$ cat config.mk
export PLATFORM = sky130hd
export DESIGN_NAME = des_iter_ctrl
export DESIGN_NICKNAME = d
export VERILOG_FILES = /design/src/rtl/des_iter_ctrl_pkg.sv /design/src/rtl/des_key_sched.sv /design/src/rtl/des_iter_ctrl.sv
export SDC_FILE = /design/constraint.sdc
export NUM_CORES = 1
export LEC_CHECK = 0
export BUFFER_PORTS_ARGS = -buffer_cell sky130_fd_sc_hd__buf_2
export CAP_MARGIN = 20
export CORE_MARGIN = 10
export CORE_UTILIZATION = 51
export CTS_CLUSTER_DIAMETER = 40
export CTS_CLUSTER_SIZE = 25
export DETAILED_ROUTE_END_ITERATION = 7
export GPL_ROUTABILITY_DRIVEN = 0
export GPL_TIMING_DRIVEN = 1
export PLACE_DENSITY = 0.8
export SLEW_MARGIN = 5
export SYNTH_ARGS = -nofsm -noshare
export SYNTH_HDL_FRONTEND = slang
export SYNTH_SLANG_ARGS = --single-unit
$ cat constraint.sdc
create_clock -name clk -period 4 [get_ports clk]
set_clock_uncertainty 0.2 [all_clocks]
set_input_delay 0.4 -clock clk [delete_from_list [all_inputs] [get_ports clk]]
set_output_delay 0.4 -clock clk [all_outputs]
set_load 0.05 [all_outputs]
$ cat src/rtl/des_iter_ctrl_pkg.sv
// Shared DES constants for the iterative controller: state encoding, IP/FP/PC1/PC2
// tables, the key shift schedule, and the permutation/rotation helpers built on them.
package des_iter_ctrl_pkg;

    typedef enum logic [1:0] {
        ST_IDLE   = 2'd0,
        ST_ROUND  = 2'd1,
        ST_FINISH = 2'd2
    } state_t;

    localparam int NUM_ROUNDS = 16;

    // Tables use DES numbering: entry value 1 is the MSB of the source word.
    localparam int IP_T [64] = '{
        58, 50, 42, 34, 26, 18, 10, 2,  60, 52, 44, 36, 28, 20, 12, 4,
        62, 54, 46, 38, 30, 22, 14, 6,  64, 56, 48, 40, 32, 24, 16, 8,
        57, 49, 41, 33, 25, 17,  9, 1,  59, 51, 43, 35, 27, 19, 11, 3,
        61, 53, 45, 37, 29, 21, 13, 5,  63, 55, 47, 39, 31, 23, 15, 7
    };

    localparam int FP_T [64] = '{
        40, 8, 48, 16, 56, 24, 64, 32,  39, 7, 47, 15, 55, 23, 63, 31,
        38, 6, 46, 14, 54, 22, 62, 30,  37, 5, 45, 13, 53, 21, 61, 29,
        36, 4, 44, 12, 52, 20, 60, 28,  35, 3, 43, 11, 51, 19, 59, 27,
        34, 2, 42, 10, 50, 18, 58, 26,  33, 1, 41,  9, 49, 17, 57, 25
    };

    localparam int PC1_T [56] = '{
        57, 49, 41, 33, 25, 17,  9,   1, 58, 50, 42, 34, 26, 18,
        10,  2, 59, 51, 43, 35, 27,  19, 11,  3, 60, 52, 44, 36,
        63, 55, 47, 39, 31, 23, 15,   7, 62, 54, 46, 38, 30, 22,
        14,  6, 61, 53, 45, 37, 29,  21, 13,  5, 28, 20, 12,  4
    };

    localparam int PC2_T [48] = '{
        14, 17, 11, 24,  1,  5,   3, 28, 15,  6, 21, 10,
        23, 19, 12,  4, 26,  8,  16,  7, 27, 20, 13,  2,
        41, 52, 31, 37, 47, 55,  30, 40, 51, 45, 33, 48,
        44, 49, 39, 56, 34, 53,  46, 42, 50, 36, 29, 32
    };

    // Left-shift amount for rounds 1..16 (index 0 = round 1).
    localparam int SHIFT_T [16] = '{1, 1, 2, 2, 2, 2, 2, 2, 1, 2, 2, 2, 2, 2, 2, 1};

    function automatic logic [63:0] ip_perm(input logic [63:0] x);
        logic [63:0] y;
        y = '0;
        for (int i = 0; i < 64; i++) y[63-i] = x[64-IP_T[i]];
        return y;
    endfunction

    function automatic logic [63:0] fp_perm(input logic [63:0] x);
        logic [63:0] y;
        y = '0;
        for (int i = 0; i < 64; i++) y[63-i] = x[64-FP_T[i]];
        return y;
    endfunction

    function automatic logic [55:0] pc1_perm(input logic [63:0] x);
        logic [55:0] y;
        y = '0;
        for (int i = 0; i < 56; i++) y[55-i] = x[64-PC1_T[i]];
        return y;
    endfunction

    function automatic logic [47:0] pc2_perm(input logic [55:0] x);
        logic [47:0] y;
        y = '0;
        for (int i = 0; i < 48; i++) y[47-i] = x[56-PC2_T[i]];
        return y;
    endfunction

    function automatic logic [27:0] rotl28(input logic [27:0] x, input int n);
        return (x << n) | (x >> (28 - n));
    endfunction

    function automatic logic [27:0] rotr28(input logic [27:0] x, input int n);
        return (x >> n) | (x << (28 - n));
    endfunction

endpackage

$ cat src/rtl/des_key_sched.sv
// DES key schedule: holds the C/D halves, rotates them once per round in the
// direction set by the latched mode, and presents PC2(C,D) as the round subkey.
module des_key_sched
    import des_iter_ctrl_pkg::*;
(
    input  logic        clk,
    input  logic        rst,
    input  logic        load,
    input  logic        step,
    input  logic        mode,
    input  logic [63:0] key,
    input  logic [3:0]  cnt,
    output logic [47:0] subkey
);

    logic [27:0] c;
    logic [27:0] d;
    logic        mode_q;
    logic [55:0] pc1;

    always_comb begin
        pc1    = pc1_perm(key);
        subkey = pc2_perm({c, d});
    end

    // Encrypt loads K1's halves (pre-rotated); decrypt loads K16's halves, which
    // equal PC1 unrotated because the 16 shifts sum to a full 28-bit turn.
    always_ff @(posedge clk) begin
        if (rst) begin
            c      <= '0;
            d      <= '0;
            mode_q <= 1'b0;
        end else if (load) begin
            mode_q <= mode;
            if (mode) begin
                c <= pc1[55:28];
                d <= pc1[27:0];
            end else begin
                c <= rotl28(pc1[55:28], SHIFT_T[0]);
                d <= rotl28(pc1[27:0], SHIFT_T[0]);
            end
        end else if (step) begin
            if (mode_q) begin
                c <= rotr28(c, SHIFT_T[4'd15 - cnt]);
                d <= rotr28(d, SHIFT_T[4'd15 - cnt]);
            end else begin
                c <= rotl28(c, SHIFT_T[cnt + 4'd1]);
                d <= rotl28(d, SHIFT_T[cnt + 4'd1]);
            end
        end
    end

endmodule

$ cat src/rtl/des_iter_ctrl.sv
// Iterative DES controller: sequences 16 rounds through an external registered
// round datapath, supplies subkeys, and applies IP/FP around the block.
module des_iter_ctrl
    import des_iter_ctrl_pkg::*;
(
    input  logic        clk,
    input  logic        rst,
    input  logic        start,
    input  logic        mode,
    input  logic [63:0] key,
    input  logic [63:0] data_in,
    output logic        ready,
    output logic        done,
    output logic [63:0] data_out,
    output logic [47:0] rnd_subkey,
    output logic [31:0] rnd_in_left,
    output logic [31:0] rnd_in_right,
    input  logic [31:0] rnd_out_left,
    input  logic [31:0] rnd_out_right
);

    state_t      state;
    state_t      state_nxt;
    logic [3:0]  cnt;
    logic [31:0] l0;
    logic [31:0] r0;
    logic        load;
    logic        step;
    logic        finish;
    logic [47:0] subkey;

    des_key_sched u_key_sched (
        .clk    (clk),
        .rst    (rst),
        .load   (load),
        .step   (step),
        .mode   (mode),
        .key    (key),
        .cnt    (cnt),
        .subkey (subkey)
    );

    always_comb begin
        state_nxt = state;
        load      = 1'b0;
        step      = 1'b0;
        finish    = 1'b0;
        case (state)
            ST_IDLE: begin
                if (start) begin
                    state_nxt = ST_ROUND;
                    load      = 1'b1;
                end
            end
            ST_ROUND: begin
                if (cnt == 4'(NUM_ROUNDS - 1)) state_nxt = ST_FINISH;
                else                           step      = 1'b1;
            end
            ST_FINISH: begin
                state_nxt = ST_IDLE;
                finish    = 1'b1;
            end
            default: state_nxt = ST_IDLE;
        endcase
    end

    always_ff @(posedge clk) begin
        if (rst) begin
            state    <= ST_IDLE;
            cnt      <= '0;
            l0       <= '0;
            r0       <= '0;
            done     <= 1'b0;
            data_out <= '0;
        end else begin
            state <= state_nxt;
            done  <= finish;
            if (load) begin
                {l0, r0} <= ip_perm(data_in);
                cnt      <= '0;
            end else if (step) begin
                cnt <= cnt + 4'd1;
            end
            // The last round leaves (L16,R16); DES output is FP(R16,L16).
            if (finish) data_out <= fp_perm({rnd_out_right, rnd_out_left});
        end
    end

    always_comb begin
        ready        = (state == ST_IDLE);
        rnd_subkey   = (state == ST_ROUND) ? subkey : '0;
        rnd_in_left  = (cnt == 4'd0) ? l0 : rnd_out_left;
        rnd_in_right = (cnt == 4'd0) ? r0 : rnd_out_right;
    end

endmodule

[Word-level counts from Yosys, hierarchy flattened]
Memory sizes are Yosys's and may differ from the RTL's.
Cells that the tools add are included.
Storage, ports and cells
  memory bits (read-only): 1024
  register bits after elaboration: 192
  word-level logic and storage cells: 66
  memories: 2
  output and inout bits: 178
Memory list
  (no name shown): words 16, bits a word 32, rd ports 1, clocked after Yosys merged registers in 0, wr ports 0, line des_key_sched.sv:47  | c <= rotl28(c, SHIFT_T[cnt + 4'd1]);
  (no name shown): words 16, bits a word 32, rd ports 1, clocked after Yosys merged registers in 0, wr ports 0, line des_key_sched.sv:45  | d <= rotr28(d, SHIFT_T[4'd15 - cnt]);
Operators by class
  bitwise operators: 8
  magnitude comparators: 2
  reductions and logical operators: 5
  eq/ne operators: 5
  mux-type cells: 23
  shift operators: 8
  add/subtract/negate cells: 4
Operator list (count)
  $mux W28: 8
  $mux W32: 6
  $shl A28 B32 Y28: 4
  $shr A28 B32 Y28: 4
  $or A28 B28 Y28: 4
  $sub A6 B32 Y32 const A: 2
  $or A28 B1 Y28: 2
  $mux W48: 1
  $ge A5 B5 Y1 const B: 2
  $not A4 Y5: 2
  $mux W1: 5
  $add A4 B1 Y4 const B: 1
  $eq A4 B4 Y1 const B: 1
  $logic_not A4 Y1: 1
  $mux W2: 2
  $ne A2 B2 Y1 const B: 2
  $pmux W2 S2: 1
  $sub A4 B4 Y4 const A: 1
  $eq A2 B1 Y1 const B: 1
  $eq A2 B2 Y1 const B: 1
  $logic_not A2 Y1: 1
  $reduce_and A2 Y1: 1
  $reduce_bool A2 Y1: 1
  $reduce_or A2 Y1: 1

[Depth between registers and ports, before layout]
  depth after elaboration: 11
  depth in mapped cells: 15
  gate-level depth less buffers: 13

[Hierarchy]
From an unflattened synthesis, not the netlist that was laid out.
Second synthesis, totals
  cells, all modules: 1504
  area, all modules: 11583.6 µm²
Modules (own cells, without submodules)
  des_iter_ctrl: cells an instance 719, area each 5808.1 µm², instances 1
  des_key_sched: cells an instance 785, area each 5775.5 µm², instances 1

[Worst setup path before layout]
OpenSTA, ideal clock, no wires.
  kind: reg-to-reg
  start point: register cnt[1]
  end point: register u_key_sched.c[3]
  stages on the path, launching flop included: 14
  setup slack: 0.826 ns
  arrival: 2.861 ns
  path buffers: 2
  path through: dfxtp_1 -> ha_1 -> and2_1 -> a21o_1 -> a21o_1 -> nor2_2 -> inv_2 -> buf_2 -> ha_1 -> clkbuf_1 -> nor2_1 -> a2111oi_0 -> o21ai_0 -> a21o_1
Between the ends
  longest elaborated chain between the ends: 11
RTL lines
  from (decl): line des_iter_ctrl.sv:24  | logic [3:0] cnt;
  from (signal assigned): line des_iter_ctrl.sv:82  | cnt <= cnt + 4'd1;
  $add A4 B1 Y4 / $sub A4 B4 Y4 (equally long branches): line des_key_sched.sv:47, des_key_sched.sv:44
  $not A4 Y5 (on tied branches): line des_key_sched.sv:47, des_key_sched.sv:44
  $mem_v2 Z16 W32 (on tied branches)
  $mux W32 (on tied branches) (2 in series)
  $sub A6 B32 Y32 (on tied branches)
  $shr A28 B32 Y28 / $shl A28 B32 Y28 (equally long branches): line des_iter_ctrl_pkg.sv:74, des_iter_ctrl_pkg.sv:78
  $or A28 B28 Y28 (on tied branches): line des_iter_ctrl_pkg.sv:74, des_iter_ctrl_pkg.sv:78
  $mux W28: line des_key_sched.sv:43  | if (mode_q) begin
  $mux W28: line des_key_sched.sv:42  | end else if (step) begin
  $mux W28: line des_key_sched.sv:33  | end else if (load) begin
  to (signal assigned): line des_key_sched.sv:36  | c <= pc1[55:28];
  to (signal assigned): line des_key_sched.sv:44  | c <= rotr28(c, SHIFT_T[4'd15 - cnt]);
  to (signal assigned): line des_key_sched.sv:47
  to (decl): line des_key_sched.sv:16  | logic [27:0] c;
Parallel ways exist; a longest one is shown, timed or not. The select of a mux whose other input is x is not followed.
A chain may end at the register's enable or synchronous reset.

[Worst setup path in the final report]
  start point: register cnt[2]
  end point: register u_key_sched.c[3]
Same word-level chain as after synthesis.

==> metrics.md <==
| Metric | Value |
|---|---|
| Outcome | `finished, final reports clean` |
| Final hold violations | `0` |
| IO Port Bufs | `365` |
| GRT Util Overall | `31.79%` |
| RSZ-0062 raised after global routing | `false` |
| Largest area contributor in the netlist | `dfxtp_1` |
| Layout Nets | `2028` |
| Placed Instances | `2008` |
| Worst-path fanout max | `18` |
| Floorplan die height | `170.3 um` |
| Leak Pwr | `6.485 nW` |
| Post-synthesis cell type count | `77` |
| Clock root buffer master | `clkbuf_16` |
| Sink Count | `192` |
| Syn Inst Count | `1481` |
| Pre-Repair DR Iteration Count | `7` |
| CP max stage delay | `810 ps` |
| HP Class | `in -> reg` |
| HP Start | `data_in[63]` |
| Via density | `6.335` |
| Number of buffers created by CTS | `17` |
| IO Pins | `374` |
| Overall power | `5.711 mW` |
| Worst Max-Slew Pin Slew | `1086 ps` |
| Most frequent cells in the layout | `buf_2 (364), nand2_1 (328), dfxtp_1 (192)` |
| Critical path buffers and inverters | `1` |
| Slew headroom | `27.61%` |
| Yosys warns | `0` |
| Achievable Freq | `277.5 MHz` |
| Reg-to-reg setup timing slack | `400 ps` |
| # Post-CTS Setup Buffers | `0` |
| Synth Flop Type | `dfxtp_1` |
| Initial drt markers | `2343` |
| Ranking of synthesized cells by area | `dfxtp_1 (33%), nand2_1 (11%), mux2_2 (8.7%)` |
| H-tree depth | `4` |
| Die width | `170.3 um` |
| Hold Buf Count CTS | `77` |
| Tcrit/Tclk final | `90.08%` |
| Total wire length | `49.14 mm` |
| Area taken by multi-input logic gates | `6984 sq um` |
| Sequential share of the synthesized area | `33.36%` |
| Critical Path Slowest Stage Cell | `dfxtp_1` |
| Smallest hold slack | `6.752 ps` |
| Most common cell after layout, fill and taps aside | `buf_2` |
| Cell area after synthesis | `11520 sq um` |
| Dpl hpwl | `32.65 mm` |
| Initial antenna violation count | `15` |
| Clock latency on the worst-skew pair | `450 ps` |
| Yosys reg bits | `192` |
| Clock transition at path regs | `80 ps` |
| DRC | `0` |
| Pwr Density | `386.6 nW/um^2` |
| Post-synth EDFFs | `0` |
| Layout cells sized above 1 | `30.32%` |
| Hold endpoint | `r0[24]` |
| Setup-failing EPs final | `0` |
| First-pass GRT wire length | `74.12 mm` |
| Register area | `3844 sq um` |
| Syn nets | `1685` |
| Ys async rst share | `0%` |
| TritonCTS clock tree | `yes` |
| Worst path cell trace | `xor2_2 -> mux2i_1 -> a221o_2 -> inv_4 -> ha_1 -> nor2_1 -> a2111oi_0 -> o21ai_0 -> a21o_1` |
| Reg2reg end | `u_key_sched.c[3]` |
| Fin cells | `2133` |
| Die ar. | `29000 sq um` |
| Critical path class | `reg -> reg` |
| Placed cell area | `13330 sq um` |
| P&R area growth vs syn | `28.23%` |
| R2r worst-path depth | `9` |
| GRT overflow | `0` |
| Core Area | `22030 sq um` |
| Final instance area | `14770 sq um` |
| Synth top area share | `33.36%` |
| FF-to-FF Start | `cnt[2]` |
| Setup TNS | `0 ps` |
| Vias in the first global route | `13152` |
| Post-cts gate resize count | `0` |
| Max-Cap Viols | `0` |
| Fillers | `1758` |
| Routed Antenna Nets | `0` |
| VDD IR max | `266.9 uV` |
| Routed vias | `13512` |
| Worst endpoint data arrival time | `3750 ps` |
| Top Family by Delay on Critical Path | `compound AO/OA/AOI/OAI gates` |
| Starting Density | `52.31%` |
| Syn_area_per_cell | `7.779 sq um` |
| Worst setup EP type | `flop` |
| DR WL/cell | `23.04 um` |
| Clock tree buffer depth | `2` |
| Largest net degree at the start of global routing | `78` |
| Fin. max-slew vios | `0` |
| Instance count on the critical path | `9` |
| Rows | `54` |
| Crit path launch type | `flop` |
| Critical Path RT | `4150 ps` |
| Final Critical Period | `3603 ps` |
| Worst Hold Path Cells | `3` |
through the flow:
| step | worst slack (ps) | util (%) |
|---|---|---|
| 2_1_floorplan | 825.6 | - |
| 3_3_place_gp | 625.6 | 60.51 |
| 3_5_place_dp | 523.8 | 60.51 |
| 4_1_cts | 514.1 | 66.89 |
| 5_1_grt | 182.8 | 67.05 |
| 6_report | 396.9 | 67.07 |
how the worst max path moves through the flow:
stage	from	slack, ps	to
after floorplan	cnt[1]	830	u_key_sched.c[3]
after global placement	cnt[2]	630	u_key_sched.c[3]
after detailed placement	cnt[2]	520	u_key_sched.c[3]
after CTS	cnt[2]	510	u_key_sched.c[3]
after global routing	cnt[1]	180	u_key_sched.d[2]
final	cnt[2]	400	u_key_sched.c[3]
layer usage:
layer / track usage, % / routed length (um) / up-vias / part of all wire, %
met2: 50.28 / 22390 / 1093 / 46
met3: 8.792 / 5773 / 265 / 12
met4: 21.93 / 3193 / 0 / 6.5
met5: 0 / 0 / - / 0
met1: 36.80 / 17780 / 6171 / 36
li1: - / - / 5983 / -
synth_stat cells, types with 3 or more instances:
cell,instances
nand2_1,328
dfxtp_1,192
a21oi_1,179
clkbuf_1,92
mux2_2,89
nor2_1,78
mux2i_1,70
and2_1,52
a221oi_1,40
o21ai_0,26
buf_2,25
a22oi_1,24
a221o_1,21
o21ai_1,21
buf_1,19
a31o_2,18
o221ai_1,18
inv_1,15
nand3_1,14
nor3_1,12
a211oi_1,10
a31oi_1,9
buf_4,9
nand2b_1,9
ha_1,8
o22ai_1,8
a21o_1,6
a311oi_1,6
a2111oi_0,4
a211o_1,4
a32o_1,4
nor2b_1,4
a22o_1,3
inv_2,3
nor2_2,3
o2111ai_1,3
o21a_1,3
worst reg2reg max path, delay by kind of cell (launching register included):
family / cells / cell delay [ps]
simple gates: 1 / 160
flops: 1 / 810
fa+ha+maj: 1 / 420
compound gates: 4 / 1250
xor+xnor: 1 / 250
mux: 1 / 380
buf+inv: 1 / 50
sequential cells by signal, summed over array words and instances (netlist names):
register / cells
u_key_sched.c: 28
cnt: 4
u_key_sched.d: 28
r0: 32
data_out: 64
done: 1
u_key_sched.mode_q: 1
state: 2
l0: 32
area by class of cell:
cell class                 count  share of cell area [%]
sequential                   192                   26.02
multi-input combinational   1120                   47.28
clock buffer                  17                   2.880
timing repair buffer         472                   19.21
antenna                       16                  0.2710
clock inverter                15                   1.414
inverter                      21                  0.5590
tap                          280                   2.371
report_power, final:
group	switching [mW]	internal [mW]	leakage [nW]
clock	0.964	0.881	0.307
sequential	0.182	2.01	1.57
combinational	1.08	0.589	4.61
logic make-up (layout without fill, tap and decap cells):
| logic type | after synthesis | in the layout | share of synthesized area (%) |
|---|---|---|---|
| AOI/OAI and AO/OA | 428 | 428 | 24.66 |
| xor gates and xnor gates | 4 | 4 | 0.3693 |
| adders and majority gates | 8 | 8 | 0.8688 |
| buffers and inverters | 169 | 525 | 6.244 |
| DFF | 192 | 192 | 33.36 |
| muxes | 162 | 162 | 15.20 |
| other | 0 | 16 | 0 |
| and+or+nand+nor | 518 | 518 | 19.29 |
Note: power is estimated with default switching activity, not from simulation.
